===== src/rtl/instruction_fetch_reg_if.sv =====
// Instruction-memory read channel between the fetch unit (master) and memory (slave).
interface instruction_fetch_reg_if #(
    parameter int WORD_LENGTH = 32
);
    logic [WORD_LENGTH-1:0] mem_addr;
    logic                   mem_rd;
    logic                   mem_ready;
    logic [WORD_LENGTH-1:0] mem_rdata;

    modport master (
        output mem_addr,
        output mem_rd,
        input  mem_ready,
        input  mem_rdata
    );

    modport slave (
        input  mem_addr,
        input  mem_rd,
        output mem_ready,
        output mem_rdata
    );
endinterface


===== src/rtl/instruction_fetch_reg.sv =====
// Multicycle instruction fetch and instruction register with MIPS field decode.
// Optional fetch timeout (counter, ERR state, fetch_err) is built with `define FETCH_TIMEOUT_EN.
module instruction_fetch_reg #(
    parameter int WORD_LENGTH    = 32,
    parameter int TIMEOUT_CYCLES = 15
) (
    input  logic                       clk,
    input  logic                       reset,
    input  logic                       fetch_start,
    input  logic [WORD_LENGTH-1:0]     pc,
    instruction_fetch_reg_if.master    mem,
    output logic                       busy,
    output logic                       instr_valid,
    output logic [WORD_LENGTH-1:0]     instr,
    output logic [5:0]                 opcode,
    output logic [4:0]                 rs,
    output logic [4:0]                 rt,
    output logic [4:0]                 rd,
    output logic [4:0]                 shamt,
    output logic [5:0]                 funct,
    output logic [WORD_LENGTH/2-1:0]   imm,
    output logic                       fetch_err
);

`ifdef FETCH_TIMEOUT_EN
    typedef enum logic [1:0] {
        IDLE  = 2'd0,
        FETCH = 2'd1,
        ERR   = 2'd2
    } state_t;

    localparam int unsigned           CNT_W    = $clog2(TIMEOUT_CYCLES + 1);
    localparam logic [CNT_W-1:0]      CNT_LAST = CNT_W'(TIMEOUT_CYCLES - 1);
    localparam logic [CNT_W-1:0]      CNT_MAX  = CNT_W'(TIMEOUT_CYCLES);
    localparam logic [CNT_W-1:0]      CNT_ONE  = CNT_W'(1);

    logic [CNT_W-1:0] cnt_r;
    logic [CNT_W-1:0] cnt_s;
    logic             fetch_err_r;
`else
    typedef enum logic [1:0] {
        IDLE  = 2'd0,
        FETCH = 2'd1
    } state_t;
`endif

    state_t                 state_r;
    state_t                 next_state_s;
    logic [WORD_LENGTH-1:0] mem_addr_r;
    logic [WORD_LENGTH-1:0] mem_addr_s;
    logic [WORD_LENGTH-1:0] ir_r;
    logic [WORD_LENGTH-1:0] ir_s;
    logic                   instr_valid_r;
    logic                   instr_valid_s;
    logic                   mem_rd_r;
    logic                   busy_r;

    // Next-state and next-register-value decode for the fetch FSM.
    always_comb begin
        next_state_s  = state_r;
        mem_addr_s    = mem_addr_r;
        ir_s          = ir_r;
        instr_valid_s = instr_valid_r;
`ifdef FETCH_TIMEOUT_EN
        cnt_s         = cnt_r;
`endif
        case (state_r)
            IDLE: begin
                if (fetch_start) begin
                    mem_addr_s    = pc;
                    instr_valid_s = 1'b0;
`ifdef FETCH_TIMEOUT_EN
                    cnt_s         = {CNT_W{1'b0}};
`endif
                    next_state_s  = FETCH;
                end else begin
                    next_state_s  = IDLE;
                end
            end
            FETCH: begin
                // A late mem_ready still beats the timeout in the same cycle.
                if (mem.mem_ready) begin
                    ir_s          = mem.mem_rdata;
                    instr_valid_s = 1'b1;
                    next_state_s  = IDLE;
`ifdef FETCH_TIMEOUT_EN
                end else if (cnt_r >= CNT_LAST) begin
                    next_state_s  = ERR;
                end else begin
                    cnt_s         = (cnt_r == CNT_MAX) ? cnt_r : (cnt_r + CNT_ONE);
                    next_state_s  = FETCH;
                end
`else
                end else begin
                    next_state_s  = FETCH;
                end
`endif
            end
`ifdef FETCH_TIMEOUT_EN
            ERR: begin
                if (fetch_start) begin
                    mem_addr_s    = pc;
                    instr_valid_s = 1'b0;
                    cnt_s         = {CNT_W{1'b0}};
                    next_state_s  = FETCH;
                end else begin
                    next_state_s  = ERR;
                end
            end
`endif
            default: begin
                next_state_s = IDLE;
            end
        endcase
    end

    // State, IR and registered handshake outputs; async reset drops mem_rd at once.
    always_ff @(posedge clk or negedge reset) begin
        if (!reset) begin
            state_r       <= IDLE;
            mem_addr_r    <= {WORD_LENGTH{1'b0}};
            ir_r          <= {WORD_LENGTH{1'b0}};
            instr_valid_r <= 1'b0;
            mem_rd_r      <= 1'b0;
            busy_r        <= 1'b0;
`ifdef FETCH_TIMEOUT_EN
            cnt_r         <= {CNT_W{1'b0}};
            fetch_err_r   <= 1'b0;
`endif
        end else begin
            state_r       <= next_state_s;
            mem_addr_r    <= mem_addr_s;
            ir_r          <= ir_s;
            instr_valid_r <= instr_valid_s;
            mem_rd_r      <= (next_state_s == FETCH);
            busy_r        <= (next_state_s == FETCH);
`ifdef FETCH_TIMEOUT_EN
            cnt_r         <= cnt_s;
            fetch_err_r   <= (next_state_s == ERR);
`endif
        end
    end

    assign mem.mem_addr = mem_addr_r;
    assign mem.mem_rd   = mem_rd_r;
    assign busy         = busy_r;
    assign instr_valid  = instr_valid_r;
    assign instr        = ir_r;

    // Field decode follows IR regardless of instr_valid.
    assign opcode = ir_r[31:26];
    assign rs     = ir_r[25:21];
    assign rt     = ir_r[20:16];
    assign rd     = ir_r[15:11];
    assign shamt  = ir_r[10:6];
    assign funct  = ir_r[5:0];
    assign imm    = ir_r[WORD_LENGTH/2-1:0];

`ifdef FETCH_TIMEOUT_EN
    assign fetch_err = fetch_err_r;
`else
    assign fetch_err = 1'b0;
`endif

endmodule


===== src/flat_wrapper.sv =====
// flat-port wrapper written by rule: the top's interface ports become plain ports
module instruction_fetch_reg_flat 
#(
    parameter int WORD_LENGTH    = 32,
    parameter int TIMEOUT_CYCLES = 15
)
  (clk, reset, fetch_start, pc, busy, instr_valid, instr, opcode, rs, rt, rd, shamt, funct, imm, fetch_err, mem_mem_addr, mem_mem_rd, mem_mem_ready, mem_mem_rdata);
  instruction_fetch_reg_if #(.WORD_LENGTH(WORD_LENGTH)) mem_i ();
  input  logic clk;
  input  logic reset;
  input  logic fetch_start;
  input  logic [WORD_LENGTH-1:0] pc;
  output logic busy;
  output logic instr_valid;
  output logic [WORD_LENGTH-1:0] instr;
  output logic [5:0] opcode;
  output logic [4:0] rs;
  output logic [4:0] rt;
  output logic [4:0] rd;
  output logic [4:0] shamt;
  output logic [5:0] funct;
  output logic [WORD_LENGTH/2-1:0] imm;
  output logic fetch_err;
  output wire logic [$bits(mem_i.mem_addr)-1:0] mem_mem_addr;
  output wire logic [$bits(mem_i.mem_rd)-1:0] mem_mem_rd;
  input wire logic [$bits(mem_i.mem_ready)-1:0] mem_mem_ready;
  input wire logic [$bits(mem_i.mem_rdata)-1:0] mem_mem_rdata;
  assign mem_mem_addr = mem_i.mem_addr;
  assign mem_mem_rd = mem_i.mem_rd;
  assign mem_i.mem_ready = mem_mem_ready;
  assign mem_i.mem_rdata = mem_mem_rdata;
  instruction_fetch_reg #(.WORD_LENGTH(WORD_LENGTH), .TIMEOUT_CYCLES(TIMEOUT_CYCLES)) u_core (.clk(clk), .reset(reset), .fetch_start(fetch_start), .pc(pc), .mem(mem_i), .busy(busy), .instr_valid(instr_valid), .instr(instr), .opcode(opcode), .rs(rs), .rt(rt), .rd(rd), .shamt(shamt), .funct(funct), .imm(imm), .fetch_err(fetch_err));
endmodule

===== config.mk =====
export PLATFORM = sky130hd
export DESIGN_NAME = instruction_fetch_reg_flat
export DESIGN_NICKNAME = d
export VERILOG_FILES = /design/src/rtl/instruction_fetch_reg_if.sv /design/src/rtl/instruction_fetch_reg.sv /design/src/flat_wrapper.sv
export SDC_FILE = /design/constraint.sdc
export NUM_CORES = 1
export LEC_CHECK = 0
export ABC_CLOCK_PERIOD_IN_PS = 2260
export BUFFER_PORTS_ARGS = -buffer_cell sky130_fd_sc_hd__buf_2
export CAP_MARGIN = 0
export CORE_AREA = 2 2 78 117
export DETAILED_ROUTE_END_ITERATION = 8
export DIE_AREA = 0 0 80 119
export GPL_ROUTABILITY_DRIVEN = 0
export PLACE_DENSITY = 0.66
export SLEW_MARGIN = 15
export SYNTH_ARGS = -nofsm -noshare
export SYNTH_HDL_FRONTEND = slang
export SYNTH_SLANG_ARGS = --single-unit
export TNS_END_PERCENT = 20

===== constraint.sdc =====
create_clock -name clk -period 2.26 [get_ports clk]
set_input_delay 0.339 -clock clk [delete_from_list [all_inputs] [get_ports clk]]
set_output_delay 0.339 -clock clk [all_outputs]
set_load 0.1 [all_outputs]

Word-level counts from Yosys, hierarchy flattened:

Index checks and enable logic that the tools add are counted.

* eq/ne operators: 4
* multiplexer cells: 6
* reductions and logical operators: 5

Operators with widths (number)
* == test 2 x 1 -> 1 bit, second input constant: 2
* 2-to-1 mux 1 bit: 4
* inequality test 2 bit, second input constant: 2
* case mux 2 bit (2 select lines): 1
* AND reduction 2 bit: 2
* AND reduction 3 bit: 1
* zero test 2 bit: 1
* case mux 1 bit (2 select lines): 1
* nonzero test 2 bit: 1

* register bits: 68
* bits of input ports: 68
* output and inout bits: 116
* word-level logic and storage cells: 20

Depth between registers and ports, before layout:

* depth after elaboration: 3
* depth in mapped cells: 4
* depth with buffers taken out: 2

Worst setup path before layout:

No wires, ideal clock.

* path type: flip-flop to flip-flop
* start: register, netlist name u_core.mem.mem_rd
* end: register u_core.ir_r[0], in the netlist u_core.instr[0]
* setup time: 126 ps
* arrival time: 1705 ps
* required time: 2134 ps
* setup slack: 429 ps
* stages on the path, launching flop included: 4
* path buffers: 1
* period minus slack after synthesis: 1831 ps
* path through: dfrtp_1 > nand2_1 > buf_2 > mux2_2

RTL lines
* end signal, assigned: line instruction_fetch_reg.sv:122 `ir_r <= {WORD_LENGTH{1'b0}};`
* end signal, assigned: line instruction_fetch_reg.sv:133 `ir_r <= ir_s;`
* end, declared: line instruction_fetch_reg.sv:51 `logic [WORD_LENGTH-1:0] ir_r;`

==> Flow_metrics.wiki <==
{| class="wikitable"
! Metric !! Value
|-
| Outcome || finished clean
|-
| Post-layout nets || 402
|-
| Area of the mapped netlist || 2840 µm²
|-
| Layout Skew || 4.07 ps
|-
| Antenna violations before repair || 0
|-
| Number of H-tree levels || 3
|-
| Register-to-Register Setup Slack || 820 ps
|-
| Count of buffers added by post-CTS timing repair for setup || 0
|-
| Longest individual stage delay on the worst path || 480 ps
|-
| Sinks on the clock net || 66
|-
| Start-to-end type of the worst setup path || flip-flop to output port
|-
| Post-Synthesis Cells || 195
|-
| Number of hold-repair buffers added at the cts stage || 0
|-
| Endpoint arrival time on the critical path || 1250 ps
|-
| Chip width || 80 µm
|-
| WL met2 || 3100 µm
|-
| Pin count of the biggest net entering global routing || 67
|-
| Number of global-route vias before repair || 1,871
|-
| Routed wire per std cell || 12.5 µm
|-
| Shortest clock period the worst path allows after layout || 1590 ps
|-
| Depth of the most critical reg-to-reg path || 3
|-
| DR top layer || met4
|-
| Period utilization || 70.5%
|-
| Element type at the critical path start || flip-flop
|-
| Number of rows created at floorplan || 42
|-
| Gr ovfl total || 0
|-
| RSZ-0062 raised after global routing || no
|-
| WL met1 || 1930 µm
|-
| Total number of vias || 1,929
|-
| Area fraction of the dominant cell type after synthesis || 58.1%
|-
| Count of routing violations after the opening detailed-route iteration || 41
|-
| Setup TNS || 0 ps
|-
| CP Max Fanout || 6
|-
| CP Capture Type || output port
|-
| Worst-margin pin slew || 808 ps
|-
| CTS clock-pin slew for the worst setup and hold paths || 50 ps
|-
| Worst reg2reg path startpoint || u_core.mem.mem_rd$_DFF_PN0_
|-
| Overall routing resource usage || 11.7%
|-
| Port bufs || 182
|-
| Post-synthesis sequential area ratio || 58.1%
|-
| Flip-flop and latch count after synthesis || 66
|-
| Count of flip-flops with a built-in enable after synthesis || 0
|-
| Effective utilization at floorplan || 33.0%
|-
| Post-synthesis area per instance || 14.6 µm²
|-
| Gate family responsible for the most delay along the worst path || buffers and inverters
|-
| Maximum clock frequency || 0.628 GHz
|-
| Length of the first detailed-routing pass in iterations || 4
|-
| Post-Route WL || 5620 µm
|-
| Hold crit path type || input port to async pin
|-
| Number of clock buffers inserted by TritonCTS || 9
|-
| Share of final-layout standard cells stronger than drive strength 1 || 78.5%
|-
| First-pass GRT wire length || 8540 µm
|-
| Most used standard cell by instance count after synthesis || sky130_fd_sc_hd__dfrtp_1
|-
| I/O pin total || 184
|-
| Longest Clk Path Bufs || 2
|-
| Total of max-cap violations || 0
|-
| Buffers & Inverters on Critical Path || 1
|-
| Floorplan die height || 119 µm
|-
| Antenna Nets Post-Route || 0
|-
| Worst slew margin relative to its limit || 46.1%
|-
| Top_reg_cell synth || sky130_fd_sc_hd__dfrtp_1
|-
| Hold Vio Cnt, Final || 0
|-
| Clock network latency to the later pin of the worst-skew pair || 320 ps
|-
| Total number of yosys warnings || 0
|-
| Endpoint of the most critical register-to-register path || u_core.mem.mem_addr[18]$_DFFE_PN0P_
|-
| Synthesized netlist net count || 263
|-
| Synth area leader || sky130_fd_sc_hd__dfrtp_1
|-
| Cell at the slowest stage of the critical path || sky130_fd_sc_hd__buf_2
|-
| Required time worst endpoint || 1920 ps
|-
| Netlist cell types || 11
|-
| Met3 layer wire length in the routed design || 480 µm
|-
| Top cells by area, synth || sky130_fd_sc_hd__dfrtp_1, sky130_fd_sc_hd__mux2_2, sky130_fd_sc_hd__buf_4
|-
| Synth cell count leaders || sky130_fd_sc_hd__dfrtp_1, sky130_fd_sc_hd__mux2_2, sky130_fd_sc_hd__buf_4
|-
| Clock tree root driver cell || sky130_fd_sc_hd__clkbuf_16
|-
| Asr flop ratio synth || 100%
|-
| Area overhead of the layout relative to synthesis || 34.1%
|-
| Antenna cell count || 0
|-
| Detail-routed via count per cell || 4.30
|-
| Number of remaining DRC errors || 0
|-
| Total of endpoints with negative setup slack in the final report || 0
|-
| Ordered list of cells on the worst path || buf_2
|-
| Placeable core region || 8620 µm²
|-
| TritonCTS clock tree || done
|-
| Count of instances resized after the clock tree is built || 0
|-
| Placed wire-length estimate after detailed placement || 4310 µm
|-
| Area of the die || 9520 µm²
|-
| Max-slew violations || 0
|}
==> worst max-delay path by stage <==
stage | startpoint | endpoint | slack [ps] | cells after the start
4_1_cts | u_core.mem.mem_rd$_DFF_PN0_ | busy | 630 | 1
2_1_floorplan | u_core.mem.mem_rd$_DFF_PN0_ | u_core.instr[0]$_DFFE_PN0P_ | 430 | 3
3_3_place_gp | fetch_start | u_core.mem.mem_addr[31]$_DFFE_PN0P_ | 810 | 4
6_report | u_core.mem.mem_rd$_DFF_PN0_ | busy | 670 | 1
3_5_place_dp | u_core.mem.mem_rd$_DFF_PN0_ | u_core.mem.mem_addr[18]$_DFFE_PN0P_ | 780 | 3
5_1_grt | u_core.mem.mem_rd$_DFF_PN0_ | busy | 610 | 1
==> final cells by class <==
cell class | count | area (µm²)
fillers | 827 | 4810
repair buffers | 185 | 933
inverters | 2 | 7.51
clock buffers | 9 | 225
multi-input cells | 70 | 759
clock inverters | 7 | 93.8
flip-flops and latches | 66 | 1650
well taps | 110 | 138
==> sequential cells by signal (all words and copies together) (netlist names) <==
register,flops
u_core.instr,32
u_core.mem.mem_addr,32
u_core.mem.mem_rd,1
u_core.instr_valid,1
==> placed cells by master (no fill, tap or decap) <==
cell type,Yosys,layout
sky130_fd_sc_hd__dfrtp_1,66,66
sky130_fd_sc_hd__bufinv_16,0,2
sky130_fd_sc_hd__mux2_2,64,64
sky130_fd_sc_hd__nand2_1,1,1
sky130_fd_sc_hd__o21ai_0,2,2
sky130_fd_sc_hd__clkbuf_16,0,9
sky130_fd_sc_hd__buf_2,4,182
sky130_fd_sc_hd__clkinv_2,0,2
sky130_fd_sc_hd__conb_1,1,1
sky130_fd_sc_hd__nor2b_4,0,1
sky130_fd_sc_hd__inv_1,2,2
sky130_fd_sc_hd__clkinv_4,0,1
sky130_fd_sc_hd__clkinvlp_4,0,2
sky130_fd_sc_hd__buf_4,50,3
sky130_fd_sc_hd__a21o_1,1,1
==> per-stage QoR <==
step / cells / worst slack [ps] / area (µm²) / hold slack, ps / util (%)
after CTS: 449 / 635 / 3810 / 223 / 44.2
after global placement: 433 / 814 / 3490 / 488 / 40.5
after detailed placement: 433 / 783 / 3490 / 489 / 40.5
after global routing: 449 / 607 / 3810 / 230 / 44.2
final: 449 / 668 / 3810 / 182 / 44.2
after floorplan: 195 / 429 / 2840 / 43.4 / -
==> kinds of logic after synthesis <==
| kind of cell | count (synthesis) | synth area share (%) |
|---|---|---|
| other | 1 | 0.132 |
| AOI/OAI and AO/OA | 3 | 0.617 |
| and+or+nand+nor | 2 | 0.352 |
| DFF | 66 | 58.1 |
| muxes | 64 | 25.4 |
| buffers and inverters | 59 | 15.4 |
==> layer usage <==
layer  track usage (%)  vias up
li1                  -      889
met1              11.0      928
met2              21.9      103
met3              3.41        9
met4              6.36        0
met5                 0        -
Power is not shown: default switching activity piles up to over one toggle a cycle in this logic, so the estimate is an artifact.
